## src/rtl/seg_mmio_pkg.sv

```systemverilog
// Shared constants and the CTRL register layout for the MMIO seven-segment responder.
// Register offsets are word indices taken from data_adr[3:2].
package seg_mmio_pkg;

  localparam logic [1:0] OFF_DATA   = 2'd0;
  localparam logic [1:0] OFF_CTRL   = 2'd1;
  localparam logic [1:0] OFF_STATUS = 2'd2;

  localparam int CTRL_EN_BIT     = 0;
  localparam int CTRL_BLINK_BIT  = 1;
  localparam int CTRL_BLANK_LSB  = 8;
  localparam int CTRL_BLANK_W    = 8;

  localparam int STATUS_IDX_W     = 3;
  localparam int STATUS_PHASE_BIT = 8;

  localparam int BLINK_FRAMES = 64;

  typedef struct packed {
    logic [CTRL_BLANK_W-1:0] blank;
    logic                    blink;
    logic                    en;
  } ctrl_t;

  function automatic logic [31:0] ctrl_to_word(input ctrl_t c);
    logic [31:0] w;
    w = '0;
    w[CTRL_EN_BIT]                             = c.en;
    w[CTRL_BLINK_BIT]                          = c.blink;
    w[CTRL_BLANK_LSB +: CTRL_BLANK_W]          = c.blank;
    return w;
  endfunction

endpackage

```

## src/rtl/mmio_seg_responder_if.sv

```systemverilog
// CPU data-bus view of the responder: store/load strobes, address, data and load response.
// Responses are fire-and-forget pulses; the bus has no backpressure.
interface mmio_seg_responder_if;
  logic        mem_write;
  logic        rd_en;
  logic [31:0] data_adr;
  logic [31:0] write_data;
  logic [31:0] rd_data;
  logic        rd_valid;

  modport master (
    output mem_write, rd_en, data_adr, write_data,
    input  rd_data, rd_valid
  );

  modport slave (
    input  mem_write, rd_en, data_adr, write_data,
    output rd_data, rd_valid
  );
endinterface

```

## src/rtl/hex_to_seg7.sv

```systemverilog
// Hex nibble to active-low {g,f,e,d,c,b,a} segment pattern, 0-F.
// Purely combinational, zero latency, no backpressure.
module hex_to_seg7 (
  input  logic [3:0] nibble,
  output logic [6:0] seg
);

  always_comb begin
    seg = 7'h7F;
    case (nibble)
      4'h0: seg = 7'h40;
      4'h1: seg = 7'h79;
      4'h2: seg = 7'h24;
      4'h3: seg = 7'h30;
      4'h4: seg = 7'h19;
      4'h5: seg = 7'h12;
      4'h6: seg = 7'h02;
      4'h7: seg = 7'h78;
      4'h8: seg = 7'h00;
      4'h9: seg = 7'h10;
      4'hA: seg = 7'h08;
      4'hB: seg = 7'h03;
      4'hC: seg = 7'h46;
      4'hD: seg = 7'h21;
      4'hE: seg = 7'h06;
      4'hF: seg = 7'h0E;
      default: seg = 7'h7F;
    endcase
  end

endmodule

```

## src/rtl/mmio_seg_responder.sv

```systemverilog
// MMIO register window driving a multiplexed 7-seg display; blink built only with SEG_BLINK_EN.
// Loads answer 1 cycle after rd_en; no backpressure, every hit store/load is accepted.
module mmio_seg_responder
  import seg_mmio_pkg::*;
#(
  parameter logic [31:0] BASE_ADDR  = 32'h0000_0400,
  parameter int          NUM_DIGITS = 4,
  parameter int          SCAN_DIV   = 50000
) (
  input  logic                  clk,
  input  logic                  rst,
  mmio_seg_responder_if.slave   bus,
  output logic [6:0]            segments,
  output logic [NUM_DIGITS-1:0] digit_sel
);

  localparam int CNT_W  = $clog2(SCAN_DIV);
  localparam int DATA_W = 4 * NUM_DIGITS;

  logic                    hit;
  logic [1:0]              off;
  logic [DATA_W-1:0]       data_q;
  ctrl_t                   ctrl_q;
  logic [CNT_W-1:0]        cnt_q;
  logic [STATUS_IDX_W-1:0] idx_q;
  logic                    scan_tc;
  logic                    last_idx;
  logic                    phase;
  logic                    blink_off;
  logic [3:0]              nibble;
  logic [6:0]              seg_dec;
  logic                    show;
  logic [31:0]             rd_mux;
  logic [31:0]             rd_data_q;
  logic                    rd_valid_q;
  logic                    unused_bits;

  assign off = bus.data_adr[3:2];
  assign hit = (bus.data_adr[31:4] == BASE_ADDR[31:4]) && (bus.data_adr[1:0] == 2'b00);

  // Only the low nibbles and a few CTRL bits are stored; the rest of a store is dropped.
  assign unused_bits = &{1'b0, bus.write_data};

  always_ff @(posedge clk or negedge rst) begin
    if (!rst) begin
      data_q <= '0;
      ctrl_q <= '0;
    end else if (bus.mem_write && hit) begin
      case (off)
        OFF_DATA: data_q <= bus.write_data[DATA_W-1:0];
        OFF_CTRL: begin
          ctrl_q.en    <= bus.write_data[CTRL_EN_BIT];
          ctrl_q.blink <= bus.write_data[CTRL_BLINK_BIT];
          ctrl_q.blank <= bus.write_data[CTRL_BLANK_LSB +: CTRL_BLANK_W];
        end
        default: ;
      endcase
    end
  end

  assign scan_tc  = (cnt_q == CNT_W'(SCAN_DIV - 1));
  assign last_idx = (idx_q == STATUS_IDX_W'(NUM_DIGITS - 1));

  always_ff @(posedge clk or negedge rst) begin
    if (!rst) begin
      cnt_q <= '0;
      idx_q <= '0;
    end else if (scan_tc) begin
      cnt_q <= '0;
      idx_q <= last_idx ? '0 : idx_q + STATUS_IDX_W'(1);
    end else begin
      cnt_q <= cnt_q + CNT_W'(1);
    end
  end

`ifdef SEG_BLINK_EN
  localparam int FRAME_W = $clog2(BLINK_FRAMES);
  logic [FRAME_W-1:0] frame_q;
  logic               phase_q;

  // A frame ends when the scan wraps back to digit 0.
  always_ff @(posedge clk or negedge rst) begin
    if (!rst) begin
      frame_q <= '0;
      phase_q <= 1'b0;
    end else if (scan_tc && last_idx) begin
      frame_q <= frame_q + FRAME_W'(1);
      if (frame_q == FRAME_W'(BLINK_FRAMES - 1)) phase_q <= ~phase_q;
    end
  end

  assign phase     = phase_q;
  assign blink_off = ctrl_q.blink && phase_q;
`else
  assign phase     = 1'b0;
  assign blink_off = 1'b0;
`endif

  assign nibble = data_q[{idx_q, 2'b00} +: 4];

  hex_to_seg7 u_dec (
    .nibble (nibble),
    .seg    (seg_dec)
  );

  assign show = ctrl_q.en && !ctrl_q.blank[idx_q] && !blink_off;

  // Both display outputs are registered together so they switch on the same edge.
  always_ff @(posedge clk or negedge rst) begin
    if (!rst) begin
      segments  <= 7'h7F;
      digit_sel <= '1;
    end else begin
      segments  <= ctrl_q.en ? seg_dec : 7'h7F;
      digit_sel <= show ? ~(NUM_DIGITS'(1) << idx_q) : '1;
    end
  end

  always_comb begin
    rd_mux = '0;
    case (off)
      OFF_DATA:   rd_mux = 32'(data_q);
      OFF_CTRL:   rd_mux = ctrl_to_word(ctrl_q);
      OFF_STATUS: begin
        rd_mux[STATUS_IDX_W-1:0]   = idx_q;
        rd_mux[STATUS_PHASE_BIT]   = phase;
      end
      default:    rd_mux = '0;
    endcase
  end

  // Sampling the mux before the store lands gives read-before-write on a shared cycle.
  always_ff @(posedge clk or negedge rst) begin
    if (!rst) begin
      rd_valid_q <= 1'b0;
      rd_data_q  <= '0;
    end else begin
      rd_valid_q <= bus.rd_en && hit;
      if (bus.rd_en && hit) rd_data_q <= rd_mux;
    end
  end

  assign bus.rd_data  = rd_data_q;
  assign bus.rd_valid = rd_valid_q;

endmodule

```

## src/flat_wrapper.sv

```systemverilog
// flat-port wrapper written by rule: the top's interface ports become plain ports
module mmio_seg_responder_flat import seg_mmio_pkg::*;
#(
  parameter logic [31:0] BASE_ADDR  = 32'h0000_0400,
  parameter int          NUM_DIGITS = 4,
  parameter int          SCAN_DIV   = 50000
)
  (clk, rst, segments, digit_sel, bus_mem_write, bus_rd_en, bus_data_adr, bus_write_data, bus_rd_data, bus_rd_valid);
  mmio_seg_responder_if bus_i ();
  input  logic clk;
  input  logic rst;
  output logic [6:0] segments;
  output logic [NUM_DIGITS-1:0] digit_sel;
  input wire logic [$bits(bus_i.mem_write)-1:0] bus_mem_write;
  input wire logic [$bits(bus_i.rd_en)-1:0] bus_rd_en;
  input wire logic [$bits(bus_i.data_adr)-1:0] bus_data_adr;
  input wire logic [$bits(bus_i.write_data)-1:0] bus_write_data;
  output wire logic [$bits(bus_i.rd_data)-1:0] bus_rd_data;
  output wire logic [$bits(bus_i.rd_valid)-1:0] bus_rd_valid;
  assign bus_i.mem_write = bus_mem_write;
  assign bus_i.rd_en = bus_rd_en;
  assign bus_i.data_adr = bus_data_adr;
  assign bus_i.write_data = bus_write_data;
  assign bus_rd_data = bus_i.rd_data;
  assign bus_rd_valid = bus_i.rd_valid;
  mmio_seg_responder #(.BASE_ADDR(BASE_ADDR), .NUM_DIGITS(NUM_DIGITS), .SCAN_DIV(SCAN_DIV)) u_core (.clk(clk), .rst(rst), .bus(bus_i), .segments(segments), .digit_sel(digit_sel));
endmodule
```

## config.mk

```make
export PLATFORM = sky130hd
export DESIGN_NAME = mmio_seg_responder_flat
export DESIGN_NICKNAME = d
export VERILOG_FILES = /design/src/rtl/seg_mmio_pkg.sv /design/src/rtl/mmio_seg_responder_if.sv /design/src/rtl/hex_to_seg7.sv /design/src/rtl/mmio_seg_responder.sv /design/src/flat_wrapper.sv
export SDC_FILE = /design/constraint.sdc
export NUM_CORES = 1
export LEC_CHECK = 0
export BUFFER_PORTS_ARGS = -buffer_cell sky130_fd_sc_hd__buf_2
export CORE_MARGIN = 2
export CORE_UTILIZATION = 52
export DETAILED_ROUTE_END_ITERATION = 8
export PLACE_DENSITY = 0.8
export SLEW_MARGIN = 10
export SYNTH_ARGS = -nofsm -noshare
export SYNTH_HDL_FRONTEND = slang
export SYNTH_SLANG_ARGS = --single-unit
```

## constraint.sdc

```tcl
create_clock -name clk -period 2.8 [get_ports clk]
set_input_delay 0.14 -clock clk [delete_from_list [all_inputs] [get_ports clk]]
set_output_delay 0.14 -clock clk [all_outputs]
set_load 0.05 [all_outputs]
```

### Word-level counts from Yosys, hierarchy flattened

Memory sizes are Yosys's and may differ from the RTL's.
Index checks and enable logic that the tools add are counted.

* reductions and logical operators: 9
* order comparisons: 1
* bitwise operators: 1
* shift operators: 2
* add/subtract/negate cells: 2
* mux-type cells: 10
* equal/unequal tests: 5

Operator list (number)
* 28-bit by 7-bit == test with 1-bit output, second input constant: 1
* 16-bit by 1-bit adder with 16-bit output, second input constant: 1
* 16-bit == test, second input constant: 1
* 16-bit 2-to-1 mux: 1
* 16-bit by 6-bit variable part select with 4-bit output: 1
* 7-bit one-hot mux with 2 select lines: 1
* 3-bit one-hot mux with 3 select lines: 1
* 7-bit 2-to-1 mux: 1
* 5-bit 2-to-1 mux: 1
* 1-bit logical AND: 4
* 2-bit logical NOT: 2
* 3-bit by 4-bit < comparator with 1-bit output, second input constant: 1
* 4-bit 2-to-1 mux: 1
* 4-bit NOT: 1
* 2-bit AND reduction: 2
* 1-bit by 3-bit << shifter with 4-bit output, first input constant: 1
* 3-bit by 1-bit adder with 3-bit output, second input constant: 1
* 1-bit binary-select mux with 3-bit select: 1
* 3-bit by 2-bit == test with 1-bit output, second input constant: 1
* 3-bit 2-to-1 mux: 1
* 2-bit by 1-bit == test with 1-bit output, second input constant: 1
* 2-bit == test, second input constant: 1
* 1-bit one-hot mux with 2 select lines: 1
* 1-bit logical NOT: 1
* 1-bit 2-to-1 mux: 1

* ROM bits: 112
* logic and storage cells: 41
* memories kept: 1
* bits of input ports: 68
* output and inout port bits: 44
* register bits after elaboration: 89

Memory list
* (no name shown): words 16, width 7, rd ports 1, clocked after memory_dff 0, wr ports 0, line hex_to_seg7.sv:10 `case (nibble)`

### Longest topological paths before layout

* depth after elaboration: 5
* mapped depth: 8
* gate-level depth less buffers: 7

### Modules after synthesis

A second synthesis with hierarchy kept.

* cell total of the unflattened synthesis: 311
* area total of the unflattened synthesis: 3794.9 um^2

By module, submodules not included
* mmio_seg_responder: area each 3519.6 um^2, cells each 279, instances 1
* hex_to_seg7: area each 275.3 um^2, cells each 32, instances 1

### Worst setup path after synthesis

OpenSTA, ideal clock, no wires.

* path kind: register to register
* start point: reg u_core.idx_q[1]
* end point: reg u_core.segments[1]
* cell stages (with the launch flop): 7
* required time: 2719 ps
* data arrival time: 2257 ps
* path buffers: 1
* slack: 462 ps
* period minus slack after synthesis: 2338 ps
* path through: dfrtp_1 > clkbuf_1 > mux4_2 > and2_1 > ha_1 > or4b_1 > o211ai_1

* word-level cells in the longest chain between the ends: 3

Ends and longest elaborated chain
* start: declaration: line mmio_seg_responder.sv:25 `logic [STATUS_IDX_W-1:0] idx_q;`
* start signal: assignment: line mmio_seg_responder.sv:70 `idx_q <= last_idx ? '0 : idx_q + STATUS_IDX_W'(1);`
* 16-bit by 6-bit variable part select with 4-bit output: line mmio_seg_responder.sv:99 `assign nibble = data_q[{idx_q, 2'b00} +: 4];`
* memory 16 x 7 bit
* 7-bit 2-to-1 mux: line mmio_seg_responder.sv:114 `segments <= ctrl_q.en ? seg_dec : 7'h7F;`
* end signal: assignment: line mmio_seg_responder.sv:114
* end: declaration: line mmio_seg_responder.sv:13 `output logic [6:0] segments,`

Every way passes these cells.
A chain may end at the register's enable or synchronous reset.

### Worst setup path after layout

* start point: reg u_core.idx_q[0]
* end point: reg u_core.segments[1]

Same word-level chain as after synthesis.

==> metrics.md <==
| Metric | Value |
|---|---|
| Run status | `complete, no violations` |
| Number of enable flip-flop cells after synthesis | `0` |
| Share of final-layout standard cells stronger than drive strength 1 | `42.5%` |
| Main area contributors after synthesis | `sky130_fd_sc_hd__dfrtp_1 41%, sky130_fd_sc_hd__mux2_2 9.0%, sky130_fd_sc_hd__dfstp_2 7.7%` |
| Maximum fanout count along the critical path | `11` |
| Max-slew violation total from the final report | `0` |
| Worst Setup End Kind | `flip-flop` |
| Worst slack on hold paths | `34.4 ps` |
| Area fraction of the dominant cell type after synthesis | `41.3%` |
| CTS tree | `built` |
| Number of remaining DRC errors | `0` |
| Worst min path class | `primary input to flip-flop` |
| I/O pin count | `112` |
| Static leakage power | `0.00212 uW` |
| Synthesis Warnings | `0` |
| All-Layer GR Usage | `21.2%` |
| Max-cap violations | `0` |
| Clock latency of the later-clocked register in the worst-skew pair | `340 ps` |
| Routability cong. | `0.791` |
| Cell Count Post-Placement | `481` |
| Crit Path Category | `flip-flop to flip-flop` |
| Row count | `31` |
| Synth top cells by count | `62 x sky130_fd_sc_hd__dfrtp_1, 30 x sky130_fd_sc_hd__mux2_2, 22 x sky130_fd_sc_hd__nand2_1, 21 x sky130_fd_sc_hd__nor2_1, 19 x sky130_fd_sc_hd__mux2i_1` |
| Most used standard cell by instance count after synthesis | `sky130_fd_sc_hd__dfrtp_1` |
| Clock Sinks | `73` |
| WL per Instance | `15.4 um` |
| Number of buffers between clock root and the deepest sink | `2` |
| Worst hold start | `bus_write_data[5]` |
| Area leader, netlist | `sky130_fd_sc_hd__dfrtp_1` |
| Final setup violation count | `0` |
| Net total in the final layout | `472` |
| Post-layout minimum cycle time | `2340 ps` |
| Via-per-instance ratio | `5.24` |
| Register-to-register setup slack | `460 ps` |
| Total power | `1940 uW` |
| CTS Root Buffer Type | `sky130_fd_sc_hd__clkbuf_8` |
| Overall die area | `7930 um2` |
| Gate count of the mapped netlist | `308` |
| Estimated wirelength of the detail-placed design | `5.66 mm` |
| Slew at the pin closest to its max-slew limit | `743 ps` |
| Sum of overflow across all layers after global routing | `0` |
| RSZ-0062 raised after global routing | `false` |
| Final core utilization | `61.7%` |
| Seq/Total Area, Yosys | `48.9%` |
| CTS H-Tree Depth | `3` |
| Via count of the first global-routing pass | `2,645` |
| Setup clock skew after layout | `7.27 ps` |
| Area growth from synthesis to layout | `17.1%` |
| Arrival time of the worst setup path | `2610 ps` |
| Relative slew slack | `50.3%` |
| Upper clock frequency limit | `428 MHz` |
| Period utilization | `83.4%` |
| Mean instance size in the synthesized netlist | `12.2 um2` |
| Via Count | `2,603` |
| Yosys cell types | `51` |
| Dominant synthesized flop cell | `sky130_fd_sc_hd__dfrtp_1` |
| Number of antenna violations at the first check in global routing | `0` |
| Pin count of the biggest net entering global routing | `28` |
| Number of register bits inferred by synthesis | `73` |
| Worst reg2reg path endpoint | `u_core.segments[1]$_DFF_PN1_` |
| First-pass GRT wire length | `12.6 mm` |
| Hold Path Depth | `2` |
| P per Cell Area | `441 nW/um2` |
| Post-synthesis instance area | `3760 um2` |
| Clock slew seen by the registers of the worst setup and hold paths | `70 ps` |
| Number of DRC violations after detailed-routing iteration 0 | `121` |
| Die Wd | `89.0 um` |
| Startpoint type of the worst setup path | `flip-flop` |
| Quantity of I/O buffers inserted on ports | `79` |
| Count of final hold-check violations | `0` |
| CTS buffer count | `9` |
| Worst-case reg-to-reg path depth | `5` |
| Y dimension of the die | `89.0 um` |
| Number of optimization iterations in the first detailed-route pass | `4` |
| Core region area | `7140 um2` |
| Startpoint of the worst-slack reg-to-reg timing path | `u_core.idx_q[0]$_DFFE_PN0N_` |
| Setup tns final | `0 ps` |
| Number of antenna diodes | `0` |
| Initial Utilization | `52.7%` |
| Worst Path Required | `3070 ps` |
| Antenna-violating nets left | `0` |
| Aggregate routed wire length | `7.66 mm` |
| Share of flip-flops with an asynchronous set or reset | `100%` |
| Hold EP | `u_core.data_q[5]$_DFFE_PN0P_` |
| Non-filler cells in the finished layout | `497` |
| Maximum vdd ir drop | `0.000236 V` |
==> worst max-delay path: stages, from the launching register on <==
cell,delay [ps]
sky130_fd_sc_hd__dfrtp_1,610
sky130_fd_sc_hd__mux4_2,620
sky130_fd_sc_hd__nand2_1,170
sky130_fd_sc_hd__ha_1,260
sky130_fd_sc_hd__or4b_1,500
sky130_fd_sc_hd__o211ai_1,100
==> worst max-delay path by stage <==
stage,start,depth (start not counted),slack [ps],end
after floorplan,u_core.idx_q[1]$_DFFE_PN0N_,6,460,u_core.segments[1]$_DFF_PN1_
after global placement,u_core.idx_q[0]$_DFFE_PN0N_,5,480,u_core.segments[1]$_DFF_PN1_
after detailed placement,u_core.idx_q[0]$_DFFE_PN0N_,5,460,u_core.segments[1]$_DFF_PN1_
after CTS,u_core.idx_q[0]$_DFFE_PN0N_,5,440,u_core.segments[1]$_DFF_PN1_
after global routing,u_core.idx_q[0]$_DFFE_PN0N_,5,320,u_core.segments[1]$_DFF_PN1_
final,u_core.idx_q[0]$_DFFE_PN0N_,5,460,u_core.segments[1]$_DFF_PN1_
==> cells by family after synthesis <==
logic type               share of synthesized area [%]
adder cells (fa/ha/maj)                           3.33
multiplexers                                      21.0
other                                           0.0997
XOR/XNOR                                          3.03
buffers and inverters                             6.25
AND/OR/NAND/NOR                                   13.8
AO/OA/AOI/OAI                                     3.53
flip-flops                                        48.9
==> sequential cells by signal, indices dropped and copies added (netlist names) <==
signal / flops
u_core.bus.rd_data: 16
u_core.bus.rd_valid: 1
u_core.cnt_q: 16
u_core.ctrl_q: 10
u_core.data_q: 16
u_core.digit_sel: 4
u_core.idx_q: 3
u_core.segments: 7
==> layout make-up <==
class | count | area [um2]
inverter | 14 | 52.6
tap | 99 | 124
clock inverter | 3 | 15.0
clock buffer | 12 | 165
timing repair buffer | 87 | 458
fill | 585 | 2730
sequential | 73 | 1840
multi-input combinational | 209 | 1750
==> cells in the final DEF, fill, tap and decap left out, types with 7 or more instances in the layout <==
| cell type | n |
|---|---|
| sky130_fd_sc_hd__buf_2 | 79 |
| sky130_fd_sc_hd__buf_4 | 7 |
| sky130_fd_sc_hd__clkbuf_8 | 12 |
| sky130_fd_sc_hd__conb_1 | 16 |
| sky130_fd_sc_hd__dfrtp_1 | 62 |
| sky130_fd_sc_hd__dfstp_2 | 11 |
| sky130_fd_sc_hd__ha_1 | 10 |
| sky130_fd_sc_hd__inv_1 | 14 |
| sky130_fd_sc_hd__mux2_2 | 30 |
| sky130_fd_sc_hd__mux2_4 | 10 |
| sky130_fd_sc_hd__mux2i_1 | 19 |
| sky130_fd_sc_hd__nand2_1 | 22 |
| sky130_fd_sc_hd__nand3_1 | 8 |
| sky130_fd_sc_hd__nor2_1 | 21 |
| sky130_fd_sc_hd__xor2_1 | 8 |
==> repair_timing <==
action	CTS	global route
resized for setup	0	0
setup buffers	0	0
hold endpoints to repair	18	0
hold buffers	1	0
==> metrics by stage <==
stage          worst slack [ps]  cell area [um2]
5_1_grt                     315             4400
6_report                    463             4400
2_1_floorplan               462             3820
4_1_cts                     442             4400
3_5_place_dp                456             4210
3_3_place_gp                477             4210
==> power breakdown <==
group / internal (uW) / total (uW) / switching (uW)
Clock: 385 / 758 / 373
Combinational: 35.5 / 131 / 95.1
Sequential: 1050 / 1050 / 0.00000544
Total: 1480 / 1940 / 468
==> metal layers <==
| layer | wire length, um | global-route usage, % | up-vias | part of all wire (%) |
|---|---|---|---|---|
| li1 | - | - | 1219 | - |
| met1 | 3200 | 25.8 | 1294 | 42 |
| met2 | 3870 | 35.4 | 77 | 51 |
| met3 | 397 | 5.26 | 13 | 5.2 |
| met4 | 192 | 10.4 | 0 | 2.5 |
| met5 | 0 | 0 | - | 0 |
Note: power is estimated with default switching activity, not from simulation.
